<file path="src/rtl/control_fsm.sv">
// control_fsm: multi-cycle CPU control unit decoding opcode and state into datapath controls
module control_fsm (
  input  logic        clk,
  input  logic        reset,
  input  logic [31:0] instr,
  input  logic        zero,
  output logic        en,
  output logic        PC_sel,
  output logic        RFsel_wr,
  output logic        RFsel_B,
  output logic        RFwr_en,
  output logic        ALUsel_B,
  output logic        MEMwr_en,
  output logic [3:0]  func,
  output logic [2:0]  state,
  output logic [31:0] instr_count
);
  typedef enum logic [2:0] {FETCH = 3'd0, DECODE = 3'd1, EXEC = 3'd2, MEM = 3'd3, WB = 3'd4} state_t;
  state_t cur, nxt;
  logic [5:0] op;
  logic is_r, is_andi, is_ori, is_imm, is_b, is_beq, is_bne, is_load, is_store, is_undef;
  logic in_instr, in_exec;
  logic unused_bits;
  assign state = cur;
  assign op = instr[31:26];
  assign unused_bits = ^instr[25:4];
  // opcode classification; li/lui/addi all use ADD with the immediate operand
  always_comb begin
    is_r     = op == 6'b100000;
    is_andi  = op == 6'b110010;
    is_ori   = op == 6'b110011;
    is_imm   = is_andi | is_ori | op == 6'b111000 | op == 6'b111001 | op == 6'b110000;
    is_b     = op == 6'b111111;
    is_beq   = op == 6'b010000;
    is_bne   = op == 6'b010001;
    is_load  = op == 6'b000011 | op == 6'b001111;
    is_store = op == 6'b000111 | op == 6'b011111;
    is_undef = ~(is_r | is_imm | is_b | is_beq | is_bne | is_load | is_store);
  end
  // state register; reset aborts any instruction in flight
  always_ff @(posedge clk or posedge reset)
    if (reset) cur <= FETCH;
    else cur <= nxt;
  // retired-instruction counter, bumps on every PC update
  always_ff @(posedge clk or posedge reset)
    if (reset) instr_count <= 32'd0;
    else if (en) instr_count <= instr_count + 32'd1;
  // next state plus the controls that act only on an instruction's final cycle
  always_comb begin
    nxt = FETCH;
    en = 1'b0;
    PC_sel = 1'b0;
    RFsel_wr = 1'b0;
    RFwr_en = 1'b0;
    MEMwr_en = 1'b0;
    case (cur)
      FETCH: nxt = DECODE;
      DECODE:
        if (is_b | is_undef) begin
          en = 1'b1;
          PC_sel = is_b;
        end else nxt = EXEC;
      EXEC:
        if (is_beq | is_bne) begin
          en = 1'b1;
          PC_sel = is_beq ? zero : ~zero;
        end else nxt = (is_load | is_store) ? MEM : WB;
      MEM:
        if (is_load) begin
          nxt = WB;
          RFsel_wr = 1'b1;
        end else if (is_store) begin
          MEMwr_en = 1'b1;
          en = 1'b1;
        end
      WB: begin
        RFwr_en = 1'b1;
        en = 1'b1;
        RFsel_wr = is_load;
      end
      default: nxt = FETCH;
    endcase
  end
  // operand and ALU selects held steady from their first use to the end of the instruction
  always_comb begin
    in_instr = cur inside {DECODE, EXEC, MEM, WB};
    in_exec  = cur inside {EXEC, MEM, WB};
    RFsel_B  = in_instr & (is_store | is_beq | is_bne);
    ALUsel_B = in_exec & (is_imm | is_load | is_store);
    func = !in_exec ? 4'b0000 : is_r ? instr[3:0] : is_andi ? 4'b0010 : is_ori ? 4'b0011 :
           (is_beq | is_bne) ? 4'b0001 : 4'b0000;
  end
endmodule

</file>
<file path="config.mk">
export PLATFORM = sky130hd
export DESIGN_NAME = control_fsm
export DESIGN_NICKNAME = d
export VERILOG_FILES = /design/src/rtl/control_fsm.sv
export SDC_FILE = /design/constraint.sdc
export NUM_CORES = 1
export LEC_CHECK = 0
export CORE_AREA = 10 10 83 85
export CTS_CLUSTER_SIZE = 8
export DETAILED_ROUTE_END_ITERATION = 12
export DIE_AREA = 0 0 93 95
export PLACE_DENSITY = 0.73
export SETUP_SLACK_MARGIN = 0.1
export SLEW_MARGIN = 10
export SYNTH_ARGS = -nofsm -noshare
export SYNTH_HDL_FRONTEND = slang
export SYNTH_SLANG_ARGS = --single-unit
</file>
<file path="constraint.sdc">
create_clock -name clk -period 2.7 [get_ports clk]
set_input_delay 0.54 -clock clk [delete_from_list [all_inputs] [get_ports clk]]
set_output_delay 0.54 -clock clk [all_outputs]
set_load 0.005 [all_outputs]
</file>
* Word level (Yosys, flattened, before mapping)
Cells that the tools add are included.
** Operators by class
- Add/subtract/negate cells :: 1
- Equality and inequality tests :: 17
- Mux-type cells :: 23
- Bitwise logic cells :: 23
- Reductions and logical operators :: 3
** Operators with widths (number)
- $eq 6x6->1 const B :: 7
- $add 32x1->32 const B :: 1
- $or 1x1->1 :: 19
- $eq 6x5->1 const B :: 3
- $pmux 3 s4 :: 1
- $mux 1 :: 11
- $mux 3 :: 3
- $mux 4 :: 2
- $eq 3x2->1 const B :: 2
- $eq 6x2->1 const B :: 1
- $eq 6x3->1 const B :: 1
- $eq 6x4->1 const B :: 1
- $mux 2 :: 3
- $pmux 1 s2 :: 2
- $pmux 1 s4 :: 1
- $reduce_bool 4->1 :: 1
- $eq 3x1->1 const B :: 1
- $eq 3x3->1 const B :: 1
- $logic_not 3->1 :: 1
- $reduce_bool 3->1 :: 1
- $and 1x1->1 :: 2
- $not 1->1 :: 2
** Storage, ports and cells
- Register bits after elaboration :: 35
- Input bits :: 35
- Output and inout port bits :: 46
- Logic and storage cells :: 69

* Logic depth before layout (Yosys ltp)
Gate-level depths: netlist (run 1).
- Depth in word-level cells :: 15
- Mapped depth :: 10

* Worst setup path after synthesis (run 1)
OpenSTA, ideal clock, no wires.
- Path type :: input to output
- From :: input port instr[29]
- To :: output port en
- Arrival :: 1699 ps
- Required time :: 2160 ps
- Setup slack :: 461 ps
- Stages :: 7
- Buffers on the path :: 2
- Cell sequence :: buf_4 > and2_1 > o21bai_4 > o211ai_2 > o31a_1 > inv_1 > buf_2
** Between the ends
- Longest elaborated chain between the ends :: 15
** Ends and longest elaborated chain
- start, declared :: RTL line 5 : input logic [31:0] instr,
- $eq 6x6->1, on equally long branches :: RTL line 30, 31
- $or 1x1->1 (4 in series) :: RTL line 32 : is_imm = is_andi | is_ori | op == 6'b111000 | op == 6'b111001 | op == 6'b110000;
- $or 1x1->1 (6 in series) :: RTL line 38 : is_undef = ~(is_r | is_imm | is_b | is_beq | is_bne | is_load | is_store);
- $not 1->1 :: RTL line 38
- $or 1x1->1 :: RTL line 59 : if (is_b | is_undef) begin
- $mux 1 :: RTL line 59
- $pmux 1 s4 * :: RTL line 56 : case (cur)
- end, declared :: RTL line 7 : output logic en,
Mark *: on every way between the ends. The rest lies on a longest branch, timed or not.

* Worst setup path in the final report (run 1)
- From :: input port instr[27]
- To :: output port RFsel_B
** Between the ends
- Longest elaborated chain between the ends :: 5
** Ends and longest elaborated chain
- $eq 6x3->1 or $eq 6x5->1 (tied branches) :: RTL line 37 : is_store = op == 6'b000111 | op == 6'b011111;
- $or 1x1->1 :: RTL line 37
- $or 1x1->1 :: RTL line 88 : RFsel_B = in_instr & (is_store | is_beq | is_bne);
- $or 1x1->1 * :: RTL line 88
- $and 1x1->1 * :: RTL line 88
- end, declared :: RTL line 10 : output logic RFsel_B,
Marked as above.

==> results of run 1 <==
routing by layer:
layer / global-route usage (%) / part of all wire [%] / vias up
met4: 3.86 / 1.1 / 0
met3: 5.47 / 7.6 / 6
met2: 20.8 / 49 / 40
met1: 13.0 / 42 / 846
met5: 0 / 0 / -
li1: - / - / 901
sequential cells by signal, summed over array words and instances, names as in the netlist:
signal and flops:
instr_count 32, state 3
worst reg2reg max path, cell delays in order, from the launching register on:
cell and delay, ps:
dfrtp_1 480, nand3b_1 270, nor4_4 190, a211oi_1 80, o31a_1 140, buf_4 230, nor4_1 390, xor2_1 190
final cells by class:
type,instances,area [µm²]
multi-input cells,160,1130
fillers,512,2420
flip-flops and latches,35,876
clock buffers,7,76.3
repair buffers,80,721
clock inverters,1,5.00
inverters,6,22.5
well taps,72,90.1
report_power, final:
| part | leakage [nW] | switching (W) | internal [W] |
|---|---|---|---|
| Sequential | 0.423 | 0.000118 | 0.000600 |
| Clock | 0.0422 | 0.000175 | 0.000181 |
| Combinational | 0.733 | 0.000273 | 0.000283 |
| Total | 1.20 | 0.000566 | 0.00106 |
cells by family (layout without fill, tap and decap cells):
kind of cell             Yosys count  in the layout  synth area share [%]
AO/OA/AOI/OAI                     16             16                  6.48
XOR/XNOR                          33             33                  14.3
adder cells (fa/ha/maj)            1              1                 0.617
flip-flops                        35             35                  43.2
AND/OR/NAND/NOR                  110            110                  31.8
buffers and inverters             14             94                  3.64
through the flow:
| step | instance area [µm²] | std cells | total power [W] | utilization, % |
|---|---|---|---|---|
| 2_1_floorplan | 2030 | 209 | 0.00101 | - |
| 3_3_place_gp | 2800 | 351 | 0.00128 | 52.4 |
| 3_5_place_dp | 2800 | 351 | 0.00130 | 52.4 |
| 4_1_cts | 2930 | 361 | 0.00165 | 54.9 |
| 5_1_grt | 2920 | 361 | 0.00173 | 54.6 |
| 6_report | 2920 | 361 | 0.00163 | 54.6 |
cell usage in the layout (no fill, tap or decap), drive strengths merged, types with 2 or more instances in the layout:
master         Yosys  layout
clkdlybuf4s15      0       2
and3              11      11
xnor2             14      14
nor3b              2       2
nand2b             3       3
clkdlybuf4s50      0      46
a21oi              4       4
dlygate4sd2        0       6
clkbuf             3      10
nand4             14      14
nor3              10      10
buf                5      23
a211oi             3       3
nor4              10      10
xor2              19      19
dfrtp             35      35
nor4b              2       2
nand2             25      25
inv                6       6
nand3              7       7
and2               3       3
nor2              15      15
nand3b             2       2
Yosys cell counts, drive strengths merged (2+ instances only):
master | number | area share, %
clkbuf | 3 | 0.56
inv | 6 | 1.1
nor4b | 2 | 1.5
nand2 | 25 | 4.6
nor3 | 10 | 3.2
and3 | 11 | 3.4
nor4 | 10 | 4.4
dfrtp | 35 | 43
and2 | 3 | 0.93
xor2 | 19 | 8.2
nor3b | 2 | 0.74
nand4 | 14 | 4.6
nor2 | 15 | 2.8
nand3b | 2 | 0.74
buf | 5 | 2.0
nand3 | 7 | 1.7
a211oi | 3 | 1.1
xnor2 | 14 | 6.0
nand2b | 3 | 0.93
a21oi | 4 | 0.99
worst min-delay path by stage:
| stage | start | to | slack, ps | cells after the start |
|---|---|---|---|---|
| floorplan | instr_count[31] | instr_count[31] | 460 | 1 |
| global placement | instr_count[31] | instr_count[31] | 460 | 1 |
| detailed placement | instr_count[31] | instr_count[31] | 470 | 1 |
| CTS | instr_count[31] | instr_count[31] | 480 | 1 |
| global route | instr_count[31] | instr_count[31] | 500 | 1 |
| finish | instr_count[31] | instr_count[31] | 480 | 1 |
timing repair:
action                                  CTS  global route
setup buffers                             2             0
pin swaps                                 4             0
endpoints found under the setup margin   10             5
gates resized for setup                  27             9
==> out/results.tsv, run 1 <==
stage	metric	value	unit
worst_setup_path	Reg2Reg Depth	7	
run	Max-cap violations	0	
synth	asr flop ratio synth	100	%
sta	RSZ-0062 raised after global routing	yes	
placed_design	Port Buffers	58	
clocking	Clock Tree Root	clkbuf_8	
worst_setup_path	Top delay family on crit path	buffers and inverters	
synth	Netlist Area Pre-Place	2030	µm²
worst_setup_path	worst path bufs/invs	3	
worst_hold_path	HP Class	flip-flop to flip-flop	
detailed_routing	# DRC	0	
sta	Worst-Margin Slew	502	ps
global_route	initial antenna violation count	0	
floorplanning	row count	27	
global_route	first-pass GRT wire length	8650	µm
global_route	number of global-route vias before repair	1786	
sta	Slew Limit Headroom	66.4	%
synth	Netlist cell types	42	
worst_setup_path	CP startpoint	instr[27]	
detailed_routing	via count	1793	
worst_setup_path	CP endpoint kind	output pin	
clocking	clk sinks	35	
worst_setup_path	r2r endpoint	instr_count[19]	
floorplanning	core area	5340	µm²
clocking	maximum root-to-sink buffer count	2	
synth	Syn Inst Count	209	
worst_setup_path	Worst path depth	7	
worst_setup_path	largest fanout on the critical path	4	
worst_setup_path	CP required	2160	ps
layout	nets	324	
sta	fin crit share	92.6	%
synth	sequential-to-total area share from yosys stat	43.2	%
worst_setup_path	setup slack, reg-to-reg	670	ps
synth	Post-synth EDFFs	0	
worst_setup_path	Critical R2R Launch	state[2]	
floorplanning	Die Y	95	µm
sta	Fin Setup TNS	0	ps
power_and_ir_drop	Peak VDD IR	0.000255	V
power_and_ir_drop	Leak	1.20	nW
synth	Syn Area/Cell	9.70	µm²
sta	worst hold slack	477	ps
worst_setup_path	Crit Path Category	primary input to output pin	
worst_setup_path	crit-path cells	clkdlybuf4s15_2 > nand2_1 > buf_4 > nor3_1 > o21ba_2 > o21a_1 > clkdlybuf4s50_1	
clocking	CTS tree	done	
worst_setup_path	crit path DAT	1960	ps
sta	setup violators final	0	
clocking	H-tree lvl count	2	
sta	fmax	400	MHz
clocking	Clock transition at path regs	70	ps
floorplanning	Initial Utilization	38.0	%
worst_setup_path	Setup crit end	RFsel_B	
synth	warnings from Yosys	0	
sta	Max Slew Vio Count	0	
placed_design	hpwl dp	4100	µm
clocking	hold buffer count at CTS	0	
placed_design	RD Place Congestion	0.864	
worst_setup_path	slowest stage delay, CP	510	ps
worst_setup_path	CP startpoint kind	primary input	
synth	Synth Flop Type	dfrtp_1	
detailed_routing	final wirelength	5280	µm
detailed_routing	Post-DRT Antenna Nets	0	
global_route	total gr overflow	0	
detailed_routing	DRT iter0 DRCs	78	
status	status	complete, no violations	
global_route	largest net degree at the start of global routing	36	
detailed_routing	DR vias/cell	4.97	
synth	Post-Synthesis Net Count	245	
power_and_ir_drop	power per cell area	559	nW/µm²
floorplanning	Die ar.	8840	µm²
sta	Setup WS post-layout	200	ps
sta	final hold viol count	0	
detailed_routing	post-DR wirelength/cell	14.6	µm
floorplanning	Die W	93	µm
placed_design	pre-CTS setup slack	-408	ps
clocking	worst skew pair latency	290	ps
global_route	Total GRT Usage	12.1	%
layout	# diodes	0	
sta	Clock Skew	7.94	ps
detailed_routing	DRT Pass-1 Iters	4	
layout	share of cells above drive strength 1	18.3	%
clocking	TritonCTS Buffers	5	
synth	Yosys reg bits	35	
layout	Area Growth Syn to Fin	43.9	%
worst_setup_path	CP max stage cell	clkdlybuf4s50_1	
sta	crit path time final	2500	ps
floorplanning	io pins	81	
No activity file was read; power rests on OpenSTA's default activity.
==> run 2, diff against run 1 <==
--- a/config.mk
+++ b/config.mk
@@ -5,11 +5,14 @@
 export SDC_FILE = /design/constraint.sdc
 export NUM_CORES = 1
 export LEC_CHECK = 0
-export CORE_AREA = 10 10 83 85
+export ABC_CLOCK_PERIOD_IN_PS = 2700
+export CELL_PAD_IN_SITES_DETAIL_PLACEMENT = 1
+export CELL_PAD_IN_SITES_GLOBAL_PLACEMENT = 1
+export CORE_AREA = 10 10 91 93
 export CTS_CLUSTER_SIZE = 8
 export DETAILED_ROUTE_END_ITERATION = 12
-export DIE_AREA = 0 0 93 95
-export PLACE_DENSITY = 0.73
+export DIE_AREA = 0 0 101 103
+export PLACE_DENSITY_LB_ADDON = 0.1
 export SETUP_SLACK_MARGIN = 0.1
 export SLEW_MARGIN = 10
 export SYNTH_ARGS = -nofsm -noshare
==> run 2 against run 1 <==
Maximum frequency shrank 0.35%. Sequential share of layout area shrank 0.32 points. Hold slack lost 1.3 ps. Critical endpoint is now MEMwr_en. Total power grew 8.1%. Clock skew grew 0.84 ps. Sequential cell count is the same. Wire length grew 13%. Clock power grew 35%. Combinational power grew 2%.
==> out/results.tsv, run 2 (synthesis results as in run 1) <==
stage	metric	value	unit	change
status	status	complete, no violations		
worst_setup_path	CP max stage cell	clkdlybuf4s50_1		
global_route	first-pass GRT wire length	9930	µm	+15%
layout	design area	2960	µm²	+1.4%
floorplanning	Initial Utilization	30.9	%	-7.1 points
layout	Largest Register	instr_count		
detailed_routing	DR vias/cell	4.92		-0.86%
sta	final hold viol count	0		unchanged
sta	Clock Skew	8.79	ps	+0.845 ps
clocking	CTS tree	done		
layout	most common cell after layout, fill and taps aside	clkdlybuf4s50_1		
floorplanning	io pins	81		unchanged
worst_setup_path	slowest stage delay, CP	490	ps	-20 ps
global_route	Total GRT Usage	11.8	%	-0.29 points
layout	share of cells above drive strength 1	19.1	%	+0.76 points
sta	Fin Setup TNS	0	ps	unchanged
worst_setup_path	Crit Path Category	primary input to output pin		
sta	Setup WS post-layout	192	ps	-8.74 ps
worst_setup_path	CP endpoint kind	output pin		
sta	Slew Limit Headroom	60.2	%	-6.3 points
global_route	largest net degree at the start of global routing	36		unchanged
layout	Largest register FFs	32		unchanged
clocking	TritonCTS Buffers	5		unchanged
sta	RSZ-0062 raised after global routing	yes		
clocking	worst skew pair latency	290	ps	about the same
worst_setup_path	crit path DAT	1970	ps	about the same
floorplanning	Die W	101	µm	+8.6%
detailed_routing	via count	1812		+1.1%
floorplanning	row count	30		+11%
placed_design	Port Buffers	58		unchanged
sta	Max Slew Vio Count	0		unchanged
global_route	number of global-route vias before repair	1994		+12%
sta	fmax	399	MHz	-0.35%
detailed_routing	final wirelength	5970	µm	+13%
clocking	Clock transition at path regs	80	ps	about the same
detailed_routing	DRT Pass-1 Iters	4		unchanged
layout	commonest non-fill, non-tap cells in the layout	clkdlybuf4s50_1, dfrtp_1, nand2_1		
layout	nets	323		-0.31%
layout	Area Growth Syn to Fin	45.9	%	
sta	fin crit share	92.9	%	+0.32 points
worst_setup_path	crit-path cells	clkdlybuf4s15_2 > xor2_2 > nor4_4 > buf_4 > clkdlybuf4s50_1		
placed_design	RD Place Congestion	0.816		-5.5%
floorplanning	core area	6570	µm²	+23%
placed_design	pre-CTS setup slack	-478	ps	-70.3 ps
clocking	maximum root-to-sink buffer count	2		unchanged
power_and_ir_drop	Leak	1.22	nW	+1.8%
worst_setup_path	CP startpoint kind	primary input		
detailed_routing	# DRC	0		unchanged
clocking	Clock Tree Root	clkbuf_8		
floorplanning	Die Y	103	µm	+8.4%
worst_setup_path	setup slack, reg-to-reg	580	ps	-90 ps
worst_setup_path	CP startpoint	instr[29]		
layout	# fillers	753		+47%
layout	# diodes	0		unchanged
clocking	clk sinks	35		unchanged
worst_hold_path	HP Class	flip-flop to flip-flop		
detailed_routing	post-DR wirelength/cell	16.2	µm	+11%
sta	setup violators final	0		unchanged
run	Max-cap violations	0		unchanged
worst_setup_path	Critical R2R Launch	state[1]		
global_route	initial antenna violation count	0		unchanged
worst_hold_path	Worst Hold Launch	instr_count[31]		
sta	Worst-Margin Slew	595	ps	+93.8 ps
detailed_routing	Post-DRT Antenna Nets	0		unchanged
power_and_ir_drop	power per cell area	596	nW/µm²	+6.6%
worst_setup_path	CP required	2160	ps	about the same
placed_design	Placed Area	2780	µm²	-0.72%
worst_setup_path	largest fanout on the critical path	9		+5
global_route	total gr overflow	0		unchanged
sta	crit path time final	2510	ps	+8.74 ps
floorplanning	Die ar.	10400	µm²	+18%
placed_design	hpwl dp	4540	µm	+11%
detailed_routing	DRT iter0 DRCs	40		-49%
power_and_ir_drop	Peak VDD IR	0.000332	V	+30%
clocking	H-tree lvl count	2		unchanged
[run 2: what timing repair did]
item	CTS	global route
setup buffers	2	3
endpoints found under the setup margin	10	4
resized for setup	22	12
hold endpoints to repair	0	0
gates cloned	0	0
pin swaps	3	3
hold buffers	0	0
[run 2: power by group]
group | internal [W] | switching, W | total [W]
registers | 0.000601 | 0.000116 | 0.000718
clock network | 0.000275 | 0.000204 | 0.000479
logic | 0.000285 | 0.000280 | 0.000565
[run 2: metrics by stage]
step           util, %  total power (W)  hold WS [ps]  instances
2_1_floorplan        -          0.00101           465        209
3_3_place_gp      42.3          0.00130           458        355
3_5_place_dp      42.3          0.00130           467        355
4_1_cts           44.4          0.00179           480        365
5_1_grt           45.0          0.00189           521        368
6_report          45.0          0.00176           476        368
[run 2: worst max-delay path, delay by kind of cell]
kind	cells	cell delay, ps
xor gates and xnor gates	1	240
and+or+nand+nor	1	260
buffers and inverters	3	930
[run 2: layout make-up]
| class | count | area (µm²) | share of cell area (%) |
|---|---|---|---|
| flip-flops and latches | 35 | 878 | 29.7 |
| clock inverters | 3 | 43.8 | 1.48 |
| repair buffers | 79 | 721 | 24.4 |
| multi-input cells | 160 | 1120 | 38.0 |
| well taps | 80 | 100 | 3.39 |
| clock buffers | 5 | 68.8 | 2.33 |
| inverters | 6 | 22.5 | 0.762 |
[run 2: final timing paths]
check,end,cells after the start
worst min register to register,instr_count[31],1
worst max-delay path,MEMwr_en,5
max in group asynchronous,state[0],3
worst min-delay path,instr_count[31],1
worst max register to register,instr_count[19],7
min in group asynchronous,instr_count[3],3
[run 2: layer usage]
layer / track usage, % / vias to the layer above / part of all wire, %
li1: - / 887 / -
met1: 13.9 / 879 / 44
met2: 20.0 / 40 / 49
met3: 3.22 / 6 / 5.7
met4: 4.29 / 0 / 1.2
met5: 0 / - / 0
